$ cat src/rtl/envase_stock_sched_pkg.sv
// Shared definitions for the bottling-line stock scheduler.
//   state_e  : scheduler FSM states (IDLE -> CALC -> WB -> IDLE)
//   STOCK_W  : stock counter / amount width
//   NREQ     : number of consumers (0 = fill valve, 1 = capper)
package envase_stock_sched_pkg;

  localparam int unsigned STOCK_W = 8;
  localparam int unsigned NREQ    = 2;

  typedef enum logic [1:0] {
    ST_IDLE = 2'b00,
    ST_CALC = 2'b01,
    ST_WB   = 2'b10
  } state_e;

endpackage

$ cat src/rtl/rr_arb2.sv
// Two-request round-robin arbiter (purely combinational).
//   req   : request vector
//   ptr   : preferred requester when both are pending
//   grant : granted requester index
//   valid : at least one request pending
module rr_arb2
  import envase_stock_sched_pkg::*;
(
  input  logic [NREQ-1:0] req,
  input  logic            ptr,
  output logic            grant,
  output logic            valid
);

  always_comb begin
    valid = |req;
    // A lone request is granted directly; a tie goes to the preferred one.
    grant = (req == 2'b11) ? ptr : req[1];
  end

endmodule

$ cat src/rtl/sub8bit.sv
// 8-bit clamp-to-zero subtractor: s = a - b - bin, or 0 when it borrows.
//   a, b, bin : minuend, subtrahend, borrow-in
//   s         : clamped difference
//   bout      : borrow-out (difference would have been negative)
module sub8bit (
  input  logic [7:0] a,
  input  logic [7:0] b,
  input  logic       bin,
  output logic [7:0] s,
  output logic       bout
);

  logic [8:0] diff;

  always_comb begin
    diff = {1'b0, a} - {1'b0, b} - {8'b0, bin};
    bout = diff[8];
    s    = bout ? '0 : diff[7:0];
  end

endmodule

$ cat src/rtl/envase_stock_sched.sv
// Stock scheduler for the bottling line. Holds the volume (stock0) and cap
// (stock1) counters and shares one clamp-to-zero subtractor between the fill
// valve (requester 0) and the capper (requester 1), arbitrated round-robin.
//   clk, reset        : clock, synchronous active-high reset
//   load/load_sel/val : operator counter load (wins over a same-cycle write-back)
//   req, amt0, amt1   : consume requests (level, held until ack) and amounts
//   ack, short        : one-cycle completion pulse and shortage flag per requester
//   stock0, stock1    : stock counters
//   busy              : FSM not in IDLE
//   alarm             : low-stock flags (stock < LOW_THRESH), only when
//                       LOW_STOCK_ALARM_EN is defined; otherwise tied 0
module envase_stock_sched
  import envase_stock_sched_pkg::*;
#(
  parameter int unsigned LOW_THRESH = 8
) (
  input  logic               clk,
  input  logic               reset,
  input  logic               load,
  input  logic               load_sel,
  input  logic [STOCK_W-1:0] load_val,
  input  logic [NREQ-1:0]    req,
  input  logic [STOCK_W-1:0] amt0,
  input  logic [STOCK_W-1:0] amt1,
  output logic [NREQ-1:0]    ack,
  output logic [NREQ-1:0]    short,
  output logic [STOCK_W-1:0] stock0,
  output logic [STOCK_W-1:0] stock1,
  output logic               busy,
  output logic [NREQ-1:0]    alarm
);

  state_e             state_q, state_d;
  logic               g_q, g_d;
  logic [STOCK_W-1:0] amt_q, amt_d;
  logic [STOCK_W-1:0] res_q, res_d;
  logic               bout_q, bout_d;
  logic               rr_q, rr_d;
  logic [STOCK_W-1:0] stock0_q, stock0_d;
  logic [STOCK_W-1:0] stock1_q, stock1_d;

  logic               arb_grant, arb_valid;
  logic [STOCK_W-1:0] sub_a, sub_s;
  logic               sub_bout;

  rr_arb2 u_arb (
    .req   (req),
    .ptr   (rr_q),
    .grant (arb_grant),
    .valid (arb_valid)
  );

  assign sub_a = g_q ? stock1_q : stock0_q;

  sub8bit u_sub (
    .a    (sub_a),
    .b    (amt_q),
    .bin  (1'b0),
    .s    (sub_s),
    .bout (sub_bout)
  );

  always_comb begin
    state_d  = state_q;
    g_d      = g_q;
    amt_d    = amt_q;
    res_d    = res_q;
    bout_d   = bout_q;
    rr_d     = rr_q;
    stock0_d = stock0_q;
    stock1_d = stock1_q;
    ack      = '0;
    short    = '0;

    unique case (state_q)
      ST_IDLE: begin
        if (arb_valid) begin
          g_d     = arb_grant;
          amt_d   = arb_grant ? amt1 : amt0;
          state_d = ST_CALC;
        end
      end
      ST_CALC: begin
        res_d   = sub_s;
        bout_d  = sub_bout;
        state_d = ST_WB;
      end
      ST_WB: begin
        if (g_q) begin
          stock1_d = res_q;
          ack      = 2'b10;
          short    = {bout_q, 1'b0};
        end else begin
          stock0_d = res_q;
          ack      = 2'b01;
          short    = {1'b0, bout_q};
        end
        // Prefer the requester that was not just served.
        rr_d    = ~g_q;
        state_d = ST_IDLE;
      end
      default: state_d = ST_IDLE;
    endcase

    // Operator load overrides any write-back to the same counter.
    if (load) begin
      if (load_sel) stock1_d = load_val;
      else          stock0_d = load_val;
    end
  end

  always_ff @(posedge clk) begin
    if (reset) begin
      state_q  <= ST_IDLE;
      g_q      <= 1'b0;
      amt_q    <= '0;
      res_q    <= '0;
      bout_q   <= 1'b0;
      rr_q     <= 1'b0;
      stock0_q <= '0;
      stock1_q <= '0;
    end else begin
      state_q  <= state_d;
      g_q      <= g_d;
      amt_q    <= amt_d;
      res_q    <= res_d;
      bout_q   <= bout_d;
      rr_q     <= rr_d;
      stock0_q <= stock0_d;
      stock1_q <= stock1_d;
    end
  end

  assign stock0 = stock0_q;
  assign stock1 = stock1_q;
  assign busy   = (state_q != ST_IDLE);

`ifdef LOW_STOCK_ALARM_EN
  localparam logic [STOCK_W-1:0] THRESH = STOCK_W'(LOW_THRESH);

  logic [NREQ-1:0] alarm_q, alarm_d;

  always_comb begin
    alarm_d = {stock1_q < THRESH, stock0_q < THRESH};
  end

  always_ff @(posedge clk) begin
    if (reset) alarm_q <= '0;
    else       alarm_q <= alarm_d;
  end

  assign alarm = alarm_q;
`else
  logic [STOCK_W-1:0] unused_thresh;
  assign unused_thresh = STOCK_W'(LOW_THRESH);
  assign alarm         = '0;
`endif

endmodule

$ cat config.mk
export PLATFORM = sky130hd
export DESIGN_NAME = envase_stock_sched
export DESIGN_NICKNAME = d
export VERILOG_FILES = /design/src/rtl/envase_stock_sched_pkg.sv /design/src/rtl/rr_arb2.sv /design/src/rtl/sub8bit.sv /design/src/rtl/envase_stock_sched.sv
export SDC_FILE = /design/constraint.sdc
export NUM_CORES = 1
export LEC_CHECK = 0
export CAP_MARGIN = 5
export CORE_MARGIN = 5
export CORE_UTILIZATION = 50
export DETAILED_ROUTE_END_ITERATION = 7
export DONT_BUFFER_PORTS = 1
export GPL_TIMING_DRIVEN = 0
export HOLD_SLACK_MARGIN = 0.02
export SYNTH_ARGS = -nofsm -noshare
export SYNTH_HDL_FRONTEND = slang
export SYNTH_SLANG_ARGS = --single-unit
$ cat constraint.sdc
create_clock -name clk -period 5 [get_ports clk]
set_input_delay 1 -clock clk [delete_from_list [all_inputs] [get_ports clk]]
set_output_delay 1 -clock clk [all_outputs]
set_load 0.005 [all_outputs]
==> impl_metrics.py <==
metrics = {
    "drt": {
        "wl_per_cell_um": 16.83,
        "drt-total-wl_mm": 4.932,
        "vias_per_cell": 5.782,
        "ant_nets": 0,
        "dr.pass1.iters": 6,
        "drtIter0Drc": 101,
        "vias": 1694,
        "drc": 0,
    },
    "setup_path": {
        "reg2reg_slack_ns": 2.05,
        "r2r_cells": 9,
        "rr_startpoint": "g_q",
        "cp-start-kind": "flip-flop",
        "reg2reg_to": "res_q[2]",
        "critPathArrivalTime_ns": 3.18,
        "endpoint_kind": "flip-flop",
        "cp_max_fo": 10,
        "criticalPathCategory": "flip-flop to flip-flop",
        "cp.required_ns": 5.23,
    },
    "yosys": {
        "synth_warnings": 0,
        "synth_commonest_cells": "dfxtp_1, nor2_1, nand2_1, mux2i_1, a211oi_1",
        "yosys.area.top_type": "dfxtp_1",
        "synth_edf_count": 0,
        "synth_top_cells_by_area": "dfxtp_1, mux2i_1, ha_1, a211oi_1, nor2_1",
        "synthArstFlopShare": 0,
        "yosysTopAreaCellShare": 0.3645,
        "ys_ff_latch": 37,
        "syn_area_mm2": 0.002032,
        "synth_cell_types": 41,
        "ys_seq_area_frac": 0.3645,
        "synthCells": 234,
        "syn_avg_cell_area_um2": 8.684,
        "synth_flop_cell": "dfxtp_1",
        "synth_most_common_cell": "dfxtp_1",
    },
    "power_and_ir_drop": {
        "ir_drop_mv": 0.1301,
        "p_clk_frac": 0.346,
        "power_density_mw_per_mm2": 354.6,
        "p_seq_frac": 0.432,
        "p_comb_frac": 0.222,
        "swShare": 0.2868,
        "leakage_nw": 0.8844,
        "p_sw_mw": 0.2252,
        "p_int_mw": 0.5601,
    },
    "global_route": {
        "grt_pass1_vias": 1798,
        "overflow": 0,
        "grt_pass1_wl_mm": 8.197,
        "grtUsageTotal": 0.1971,
        "antenna_found_initial": 0,
        "grt_max_degree": 12,
    },
    "layout": {
        "drive_above_1_share": 0.1193,
        "n_antenna_cell": 0,
        "stdcell_area_mm2": 0.002215,
        "area_delta_synth_final_pct": 8.990,
        "finalNetCount": 283,
        "final_cells": 293,
    },
    "hold_path": {
        "whs_endpoint": "res_q[4]",
        "hp-class": "flip-flop to flip-flop",
        "worstHoldPathCells": 2,
        "min-delay-start": "res_q[4]",
    },
    "cts": {
        "numCtsBuffers": 5,
        "cts_tree": "built",
        "cts.sinks": 37,
        "cts_hold_buffers": 0,
        "worstSkewPairLatency_ns": 0.29,
        "post_cts_buffers": 0,
        "clk_pin_slew_worst_paths_ns": 0.07,
        "cts_resized": 0,
        "root_buffer": "clkbuf_8",
        "clockBufferDepth": 2,
        "cts_max_level": 2,
    },
    "timing": {
        "finalSetupViolations": 0,
        "worst_slew_pin_slew_ns": 0.6462,
        "slew_headroom": 0.5692,
        "fin_skew_ns": 0.007023,
        "setup_tns_ns": 0,
        "fmax_ghz": 0.3393,
        "final_hold_viol_count": 0,
        "rsz0062_at_grt": "no",
        "period_share": 0.5894,
        "maxSlewViolCount": 0,
        "min_period_ns": 2.947,
    },
    "run_status": {
        "status": "completed",
    },
    "floorplan": {
        "io_pins": 53,
        "die_h_um": 73.75,
        "core_area_mm2": 0.003971,
        "start_util": 0.5117,
        "placementRows": 23,
        "dieArea_mm2": 0.005439,
        "die_x_um": 73.75,
    },
    "placement": {
        "dp_hpwl_mm": 3.868,
        "placed_cell_area_mm2": 0.002098,
        "io_buffers": 0,
        "globalplace.congestion": 0.9176,
        "dp.cells": 285,
    },
    "job": {
        "cap_viol_max_count": 0,
    },
}
## cells by family after synthesis
group | count (synthesis) | share of synthesized area
multiplexers | 26 | 0.1324
buffers and inverters | 26 | 0.05603
adder cells (fa/ha/maj) | 11 | 0.07143
flip-flops | 37 | 0.3645
other | 1 | 0.001846
AO/OA/AOI/OAI | 50 | 0.1804
XOR/XNOR | 2 | 0.008622
AND/OR/NAND/NOR | 81 | 0.1847
## stage by stage
stage / total power, mW / util / setup slack [ns] / hold slack [ns]
final: 0.7853 / 0.5577 / 2.053 / 0.4807
after detailed placement: 0.5193 / 0.5284 / 2.081 / 0.4680
after CTS: 0.7897 / 0.5577 / 2.061 / 0.4784
after global placement: 0.5097 / 0.5284 / 2.095 / 0.4586
after global routing: 0.8286 / 0.5577 / 1.847 / 0.4988
after floorplan: 0.4795 / - / 2.442 / 0.4447
## worst max-delay path: stages, from the launching register on
cell      delay [ns]
dfxtp_1         0.35
clkbuf_1        0.51
mux2i_1         0.24
ha_1            0.25
fa_1            0.38
and2b_1         0.21
o22a_2          0.18
a21oi_2         0.11
or4_1           0.50
a21oi_1         0.15
## sequential cells by signal (all words and copies together), names as in the netlist
signal	cells
stock1	8
res_q	8
amt_q	8
g_q	1
state_q	2
stock0	8
bout_q	1
rr_q	1
## final cells by class
cell class                      instances  area (um2)
Buffer                                 15       72.57
Sequential cell                        37       740.7
Clock buffer                            7       86.33
Multi-Input combinational cell        172        1181
Inverter                               11       41.29
Fill cell                             383        1757
Clock inverter                          1       30.03
Tap cell                               50       62.56
## per-layer routing
metal / track usage / routed length [um]
met1: 0.2377 / 2228
met2: 0.3130 / 2197
met3: 0.06019 / 390
met4: 0.1026 / 114
met5: 0 / 0
## power groups by stage
stage               sequential, mW  clock (mW)  combinational [mW]
floorplan                    0.340           0               0.140
global placement             0.344           0               0.165
detailed placement           0.346           0               0.173
CTS                          0.339       0.277               0.173
global route                 0.342       0.286               0.200
finish                       0.339       0.272               0.174
## placed cells by master (no fill, tap or decap), types with 2 or more instances in the layout
master    synthesis  final
conb_1            1      2
a311oi_1          8      8
nor2b_1           5      5
o21ai_0           6      6
clkbuf_1         10     11
buf_4             4      4
and3_1            2      2
mux2i_1          19     19
mux2_2            7      7
a21oi_1           8      8
nor2_1           31     31
or3_2             3      3
ha_1             10     10
a32o_1            2      2
and2_1            2      2
xnor2_1           2      2
o21a_1            2      2
a211oi_1         16     16
or4_1             2      2
nand2_1          25     25
nand2b_1          2      2
clkbuf_8          0      6
or2_2             3      3
inv_1            10     10
dfxtp_1          37     37
## worst max-delay path by stage
stage,to,depth (start not counted),startpoint
3_5_place_dp,res_q[2],9,g_q
5_1_grt,res_q[6],9,g_q
4_1_cts,res_q[2],9,g_q
3_3_place_gp,res_q[2],9,g_q
2_1_floorplan,res_q[6],8,g_q
6_report,res_q[2],9,g_q
(Power assumes the default switching activity.)
